<file path="src/rtl/riscv_pkg.sv">
// Shared RISC-V core types: datapath width, ALU opcodes, EX/MEM pipeline entry.
// Latency: none (types, constants and pure functions only).
// Backpressure: not applicable.
package riscv_pkg;

    localparam int XLEN = 32;

    // ALU operation encodings, shared between the ALU and its decoder.
    typedef enum logic [3:0] {
        ALU_ADD  = 4'd0,
        ALU_SUB  = 4'd1,
        ALU_AND  = 4'd2,
        ALU_OR   = 4'd3,
        ALU_XOR  = 4'd4,
        ALU_SLT  = 4'd5,
        ALU_SLTU = 4'd6,
        ALU_SLL  = 4'd7,
        ALU_SRL  = 4'd8,
        ALU_SRA  = 4'd9
    } alu_op_e;

    // One entry travelling from EX into MEM.
    typedef struct packed {
        logic [XLEN-1:0] result;
        logic [XLEN-1:0] store_data;
        logic [4:0]      rd;
        logic            reg_write;
        logic            mem_read;
        logic            mem_write;
    } ex_mem_t;

    localparam int EX_MEM_W = $bits(ex_mem_t);

    // BEQ is taken when the ALU difference is zero, BNE when it is not.
    function automatic logic branch_taken(input logic branch,
                                          input logic zero,
                                          input logic bne);
        return branch & (zero ^ bne);
    endfunction

    // Branch target; wraps silently modulo 2^XLEN.
    function automatic logic [XLEN-1:0] branch_target(input logic [XLEN-1:0] pc,
                                                      input logic [XLEN-1:0] imm);
        return pc + imm;
    endfunction

endpackage

</file>
<file path="src/rtl/skid_buffer.sv">
// Two-slot skid buffer (head + skid) carrying a WIDTH-bit payload in order.
// Latency: 1 cycle from accept to out_vld_o when the head is free or draining.
// Backpressure: in_rdy_o is registered; it drops once the skid slot fills and rises the cycle after it empties.
module skid_buffer #(
    parameter int WIDTH = 8
) (
    input  logic             clk,
    input  logic             rst,
    input  logic             in_vld_i,
    output logic             in_rdy_o,
    input  logic [WIDTH-1:0] in_dat_i,
    output logic             out_vld_o,
    input  logic             out_rdy_i,
    output logic [WIDTH-1:0] out_dat_o
);

    logic             head_vld_q, head_vld_d;
    logic [WIDTH-1:0] head_dat_q, head_dat_d;
    logic             skid_vld_q, skid_vld_d;
    logic [WIDTH-1:0] skid_dat_q, skid_dat_d;
    logic             rdy_q, rdy_d;

    logic in_fire;
    logic head_free;

    assign in_fire   = in_vld_i & rdy_q;
    // The head slot can take a new entry this edge if it is empty or being consumed.
    assign head_free = !head_vld_q || out_rdy_i;

    // Next-state: refill head from skid first to keep order, then from the input.
    always_comb begin
        head_vld_d = head_vld_q;
        head_dat_d = head_dat_q;
        skid_vld_d = skid_vld_q;
        skid_dat_d = skid_dat_q;

        if (head_free) begin
            if (skid_vld_q) begin
                // Older skid entry moves up; a new entry (if any) takes its place.
                head_vld_d = 1'b1;
                head_dat_d = skid_dat_q;
                skid_vld_d = in_fire;
                if (in_fire) begin
                    skid_dat_d = in_dat_i;
                end
            end else begin
                head_vld_d = in_fire;
                if (in_fire) begin
                    head_dat_d = in_dat_i;
                end
            end
        end else if (in_fire) begin
            // Head stalled; rdy_q high guarantees the skid slot is empty.
            skid_vld_d = 1'b1;
            skid_dat_d = in_dat_i;
        end

        rdy_d = !skid_vld_d;
    end

    // Slot registers; reset discards both entries and holds off upstream for a cycle.
    always_ff @(posedge clk) begin
        if (rst) begin
            head_vld_q <= 1'b0;
            head_dat_q <= '0;
            skid_vld_q <= 1'b0;
            skid_dat_q <= '0;
            rdy_q      <= 1'b0;
        end else begin
            head_vld_q <= head_vld_d;
            head_dat_q <= head_dat_d;
            skid_vld_q <= skid_vld_d;
            skid_dat_q <= skid_dat_d;
            rdy_q      <= rdy_d;
        end
    end

    assign in_rdy_o  = rdy_q;
    assign out_vld_o = head_vld_q;
    assign out_dat_o = head_dat_q;

endmodule

</file>
<file path="src/rtl/ex_mem_stage.sv">
// EX/MEM pipeline stage: captures ALU result and control, resolves branches, feeds MEM and forwarding.
// Latency: 1 cycle from accept to mem_valid (head free or draining); redirect pulses 1 cycle after a taken accept.
// Backpressure: mem_ready low parks one extra entry in the skid slot, then registered ex_ready drops.
module ex_mem_stage
    import riscv_pkg::*;
(
    input  logic            clk,
    input  logic            rst,

    input  logic            ex_valid,
    output logic            ex_ready,
    input  logic [XLEN-1:0] ex_alu_result,
    input  logic            ex_zero,
    input  logic [XLEN-1:0] ex_rs2_data,
    input  logic [XLEN-1:0] ex_pc,
    input  logic [XLEN-1:0] ex_imm,
    input  logic [4:0]      ex_rd,
    input  logic            ex_reg_write,
    input  logic            ex_mem_read,
    input  logic            ex_mem_write,
    input  logic            ex_branch,
    input  logic            ex_bne,

    output logic            mem_valid,
    input  logic            mem_ready,
    output logic [XLEN-1:0] mem_alu_result,
    output logic [XLEN-1:0] mem_store_data,
    output logic [4:0]      mem_rd,
    output logic            mem_reg_write,
    output logic            mem_mem_read,
    output logic            mem_mem_write,

    output logic            redirect_valid,
    output logic [XLEN-1:0] redirect_pc,

    output logic            fwd_valid,
    output logic [4:0]      fwd_rd,
    output logic [XLEN-1:0] fwd_data
);

    ex_mem_t         cap_dat;
    ex_mem_t         head_dat;
    logic [EX_MEM_W-1:0] head_bits;
    logic            ex_fire;
    logic            taken;
    logic [XLEN-1:0] target;

    logic            redir_vld_q, redir_vld_d;
    logic [XLEN-1:0] redir_pc_q, redir_pc_d;

    assign ex_fire = ex_valid & ex_ready;
    assign taken   = branch_taken(ex_branch, ex_zero, ex_bne);
    assign target  = branch_target(ex_pc, ex_imm);

    // Build the entry: x0 never gets written, and a branch carries no side effects into MEM.
    always_comb begin
        cap_dat            = '0;
        cap_dat.result     = ex_alu_result;
        cap_dat.store_data = ex_rs2_data;
        cap_dat.rd         = ex_rd;
        cap_dat.reg_write  = ex_reg_write & (ex_rd != 5'd0) & !ex_branch;
        cap_dat.mem_read   = ex_mem_read  & !ex_branch;
        cap_dat.mem_write  = ex_mem_write & !ex_branch;
    end

    skid_buffer #(
        .WIDTH (EX_MEM_W)
    ) u_skid (
        .clk       (clk),
        .rst       (rst),
        .in_vld_i  (ex_valid),
        .in_rdy_o  (ex_ready),
        .in_dat_i  (cap_dat),
        .out_vld_o (mem_valid),
        .out_rdy_i (mem_ready),
        .out_dat_o (head_bits)
    );

    assign head_dat = ex_mem_t'(head_bits);

    // Redirect is a single-cycle pulse; PC is zeroed whenever no pulse is pending.
    always_comb begin
        redir_vld_d = ex_fire & taken;
        redir_pc_d  = (ex_fire & taken) ? target : '0;
    end

    // Redirect register; reset cancels any pending pulse.
    always_ff @(posedge clk) begin
        if (rst) begin
            redir_vld_q <= 1'b0;
            redir_pc_q  <= '0;
        end else begin
            redir_vld_q <= redir_vld_d;
            redir_pc_q  <= redir_pc_d;
        end
    end

    assign redirect_valid = redir_vld_q;
    assign redirect_pc    = redir_pc_q;

    assign mem_alu_result = head_dat.result;
    assign mem_store_data = head_dat.store_data;
    assign mem_rd         = head_dat.rd;
    assign mem_reg_write  = head_dat.reg_write;
    assign mem_mem_read   = head_dat.mem_read;
    assign mem_mem_write  = head_dat.mem_write;

    // Loads are excluded: their value is not known until MEM completes.
    assign fwd_valid = mem_valid & head_dat.reg_write & !head_dat.mem_read;
    assign fwd_rd    = head_dat.rd;
    assign fwd_data  = head_dat.result;

endmodule

</file>
<file path="config.mk">
export PLATFORM = sky130hd
export DESIGN_NAME = ex_mem_stage
export DESIGN_NICKNAME = d
export VERILOG_FILES = /design/src/rtl/riscv_pkg.sv /design/src/rtl/skid_buffer.sv /design/src/rtl/ex_mem_stage.sv
export SDC_FILE = /design/constraint.sdc
export NUM_CORES = 1
export LEC_CHECK = 0
export ABC_AREA = 1
export CELL_PAD_IN_SITES_DETAIL_PLACEMENT = 0
export CELL_PAD_IN_SITES_GLOBAL_PLACEMENT = 1
export CORE_ASPECT_RATIO = 0.7
export CORE_MARGIN = 2
export CORE_UTILIZATION = 35
export CTS_CLUSTER_SIZE = 16
export DETAILED_ROUTE_END_ITERATION = 7
export PLACE_DENSITY_LB_ADDON = 0.1
export SYNTH_ARGS = -nofsm -noshare
export SYNTH_HDL_FRONTEND = slang
export SYNTH_SLANG_ARGS = --single-unit
</file>
<file path="constraint.sdc">
create_clock -name clk -period 3.4 [get_ports clk]
set_clock_uncertainty 0.1 [all_clocks]
set_input_delay 0.34 -clock clk [delete_from_list [all_inputs] [get_ports clk]]
set_output_delay 0.34 -clock clk [all_outputs]
set_load 0.05 [all_outputs]
</file>
### After elaboration in Yosys (flattened, before gate mapping)

Cells that the tools add are included.
Widths: inputs -> output; s select.

* $add $sub $neg: 1
* mux-type cells: 9
* reductions and logical operators: 9
* eq/ne operators: 1
* bitwise gates (word level): 11

Operators with widths (count)
* $mux 72: 5
* $add 32x32->32: 1
* $and 1x1->1: 9
* $reduce_bool 5->1: 1
* $logic_not 1->1: 4
* $mux 1: 4
* $ne 2x1->1 const B: 1
* $reduce_and 2->1: 1
* $reduce_bool 2->1: 1
* $reduce_or 2->1: 1
* $logic_or 1x1->1: 1
* $not 1->1: 1
* $xor 1x1->1: 1

* input port bits: 143
* bits in registers: 180
* logic and storage cells: 38
* output and inout port bits: 145

### Depth between registers and ports, before layout

* depth after elaboration: 6
* gate-level depth with buffers: 12
* mapped depth without buffers: 12

### By module

From an unflattened synthesis, not the netlist that was laid out.

* cell total of the unflattened synthesis: 1729
* area, all modules: 10563.9 µm²

By module, submodules not included
* skid_buffer: sequential area each 2942.8 µm², instances 1, area each 6956.7 µm², cells an instance 1102
* ex_mem_stage: sequential area each 660.6 µm², instances 1, area each 3607.2 µm², cells an instance 627

### Least setup slack after synthesis

Ideal clock, no wire load.

* kind: input -> register
* start point: in ex_pc[0]
* end point: reg redir_pc_q[16], in the netlist redirect_pc[16]
* path buffers: 0
* setup time: 122 ps
* required time: 3178 ps
* arrival: 1616 ps
* slack: 1562 ps
* stages: 10
* path through: ha_1 fa_1 nand3_1 nand3_1 nand2_1 nand2_1 nand2_1 nand2_1 o21ai_0 a21oi_1

* cells in the longest elaborated chain, start to end: 1

RTL lines
* start, declared: RTL line ex_mem_stage.sv:15 `input logic [XLEN-1:0] ex_pc,`
* $add 32x32->32: RTL line riscv_pkg.sv:44 `return pc + imm;`
* end signal, assigned: RTL line ex_mem_stage.sv:94 `redir_pc_q <= redir_pc_d;`
* end, declared: RTL line ex_mem_stage.sv:49 `logic [XLEN-1:0] redir_pc_q, redir_pc_d;`

Every way passes these cells.
A chain may end at the register's enable or synchronous reset.

### Worst setup path after layout

* start point: reg u_skid.head_dat_q[2], in the netlist u_skid.out_dat_o[2]
* end point: out fwd_valid

* cells in the longest elaborated chain, start to end: 2

RTL lines
* start, declared: RTL line skid_buffer.sv:18 `logic [WIDTH-1:0] head_dat_q, head_dat_d;`
* start signal, assigned: RTL line skid_buffer.sv:71 `head_dat_q <= head_dat_d;`
* $and 1x1->1 (2 in series): RTL line ex_mem_stage.sv:109 `assign fwd_valid = mem_valid & head_dat.reg_write & !head_dat.mem_read;`
* end, declared: RTL line ex_mem_stage.sv:36 `output logic fwd_valid,`

Every way passes these cells.

==> results.md <==
- Run status: finished clean
- Die area: 27,500 um2
- Clock transition at path regs: 0.07 ns
- Avg Cell Area, Syn: 6.83 um2
- First-pass DRT Iterations: 5
- Final #Nets: 1,730
- Iteration-0 DRC Markers: 578
- CTS buffer count: 17
- Final Max Tran Viols: 0
- Synth unique cells: 33
- Final Hold Vio Count: 0
- Hold crit path type: flip-flop to flip-flop
- CTS Root Cell: clkbuf_16
- Setup CP Type: flip-flop to primary output
- Critical Path Sink Type: primary output
- Max_cap viols: 0
- Routed Antenna Nets: 0
- Vias post-DR: 9,023
- Final Cycle Share: 63.9%
- Met3 wire len: 1910 um
- Core area: 25,700 um2
- Syn nets: 1,516
- Critical Path AT: 1.73 ns
- Grt total ovfl: 0
- Post_cts resized: 0
- Highest Signal Layer: met5
- Largest net degree at the start of global routing: 88
- Mapped Area: 9170 um2
- Worst Setup Start Kind: flip-flop
- Final core occ: 48.9%
- DR WL/cell: 15.4 um
- Max VDD drop: 0.339 mV
- Initial core utilization: 35.7%
- Routed wl met2: 11,800 um
- Post-synthesis sequential area ratio: 39.3%
- Fmax: 460 MHz
- FF+latch area: 3600 um2
- Buffer depth of the longest clock path: 2
- Area of the multi-input gates: 4510 um2
- Port bufs: 287
- RSZ-0062 raised after global routing: no
- Latest clock arrival within the worst-skew pair: 0.43 ns
- Overall Global Routing Usage: 21.4%
- Yosys Warn Count: 0
- Slew HR: 41.2%
- P&R area growth vs syn: 37.0%
- # DRC: 0
- Ports: 288
- Total power: 5770 uW
- Vias in the first global route: 8,332
- Critical path fanouts, max: 3
- DR vias/cell: 4.75
- Htree depth: 4
- Die Y: 139 um
- Req. time, crit path: 2.96 ns
- CTS tree: built
- Fillcell total: 2,590
- Share of cells above drive strength 1: 5.55%
- Tmin final: 2.17 ns
- Synth Instances: 1,341
- Setup-failing EPs final: 0
- Final WL: 29,300 um
- Power per cell area: 459 nW/um2
- First-pass GRT wire length: 46,500 um
- Final GP Congestion: 0.845
- Initial antenna violation count: 4
- Die Wd: 197 um
- DRT met1 WL: 15,300 um
- Hold Buf Count CTS: 0
- Setup Buffers After CTS: 0
- CTS sink count: 180
- Worst slew pin tran: 0.882 ns
- Dpl hpwl: 20,600 um
- Cell row count: 49
- LEAKAGE: 0.00557 uW
- Yosys reg bits: 180
- Setup_tns: 0 ns
-- state kept, by name, indices dropped and copies added (netlist names) --
signal and flops:
redirect_pc 32, redirect_valid 1, u_skid.in_rdy_o 1, u_skid.out_dat_o 72, u_skid.out_vld_o 1, u_skid.skid_dat_q 72
u_skid.skid_vld_q 1
-- worst max-delay path: stages, from the launching register on --
cell and delay, ns:
dfxtp_1 0.36, nand2_1 0.06, nor2_1 0.08, clkdlybuf4s50_1 0.80
-- through the flow --
| step | hold WS [ns] | cells | instance area, um2 | setup WS [ns] |
|---|---|---|---|---|
| after floorplan | 0.309 | 1341 | 9170 | 1.56 |
| after global placement | 0.358 | 1867 | 11900 | 0.836 |
| after detailed placement | 0.361 | 1867 | 11900 | 0.801 |
| after CTS | 0.367 | 1899 | 12600 | 1.19 |
| after global routing | 0.387 | 1900 | 12600 | 1.04 |
| final | 0.362 | 1900 | 12600 | 1.23 |
-- per-layer routing --
| layer | GRT usage [%] | vias to the layer above |
|---|---|---|
| met5 | 0 | - |
| met4 | 4.16 | 4 |
| met3 | 5.07 | 18 |
| met2 | 30.2 | 256 |
| met1 | 32.7 | 4029 |
| li1 | - | 4716 |
-- Yosys cell counts (all sizes together) --
cell | n | area, um2
a21oi | 51 | 274
a21o | 1 | 7.51
ha | 31 | 388
xnor2 | 3 | 26.3
nand3 | 34 | 190
a31oi | 71 | 444
nand4 | 5 | 31.3
buf | 71 | 489
nor3 | 7 | 65.1
clkbuf | 30 | 114
dfxtp | 180 | 3600
inv | 117 | 442
o21ai | 158 | 791
nor2 | 204 | 788
nand2 | 364 | 1410
and2 | 7 | 43.8
fa | 1 | 20.0
clkinv | 1 | 3.75
o21bai | 5 | 37.5
-- report_power, final --
| part | internal [uW] | switching, uW | total [uW] |
|---|---|---|---|
| Clock | 1210 | 913 | 2130 |
| Sequential | 2200 | 59.9 | 2260 |
| Combinational | 507 | 875 | 1380 |
-- worst paths after layout --
kind | start | to | slack [ns] | depth (start not counted)
setup / recovery | u_skid.out_dat_o[2] | fwd_valid | 1.23 | 3
hold / removal | u_skid.skid_dat_q[46] | u_skid.out_dat_o[46] | 0.36 | 2
setup reg to reg | u_skid.skid_vld_q | u_skid.skid_dat_q[67] | 1.25 | 6
hold reg to reg | u_skid.skid_dat_q[46] | u_skid.out_dat_o[46] | 0.36 | 2
-- layout make-up --
cell class,count,share of cell area [%]
multi-input cells,942,35.9
flip-flops and latches,180,28.7
repair buffers,296,23.5
clock buffers,20,3.64
inverters,118,3.56
well taps,331,3.30
clock inverters,12,1.34
diodes,1,0.0199
-- cells by family (layout without fill, tap and decap cells) --
group	after synthesis	in the layout	synth area share, %
flip-flops	180	180	39.3
AND/OR/NAND/NOR	621	621	27.5
other	0	1	0
adder cells (fa/ha/maj)	32	32	4.45
XOR/XNOR	3	3	0.287
buffers and inverters	219	446	11.4
AO/OA/AOI/OAI	286	286	17.0
-- placed cells by master, fill, tap and decap left out, types with 2 or more instances in the layout --
cell | Yosys | layout
xnor2_1 | 3 | 3
clkbuf_16 | 0 | 17
ha_1 | 31 | 31
inv_6 | 0 | 3
clkinvlp_4 | 0 | 3
o21ai_1 | 10 | 10
nand4_1 | 5 | 5
nand3_2 | 4 | 4
nor2_2 | 6 | 6
nor3_2 | 6 | 6
clkdlybuf4s50_1 | 0 | 287
nand2_2 | 16 | 16
bufinv_16 | 0 | 3
dfxtp_1 | 180 | 179
and2_1 | 6 | 6
clkbuf_8 | 0 | 2
nor2_1 | 197 | 197
a21oi_1 | 48 | 48
o21bai_1 | 5 | 5
o21ai_0 | 148 | 148
clkinv_4 | 0 | 2
inv_2 | 8 | 8
nand3_1 | 30 | 30
nand2_1 | 348 | 348
inv_1 | 108 | 108
buf_4 | 46 | 8
a31oi_1 | 71 | 71
a21oi_2 | 2 | 2
Note: power is estimated with default switching activity, not from simulation.
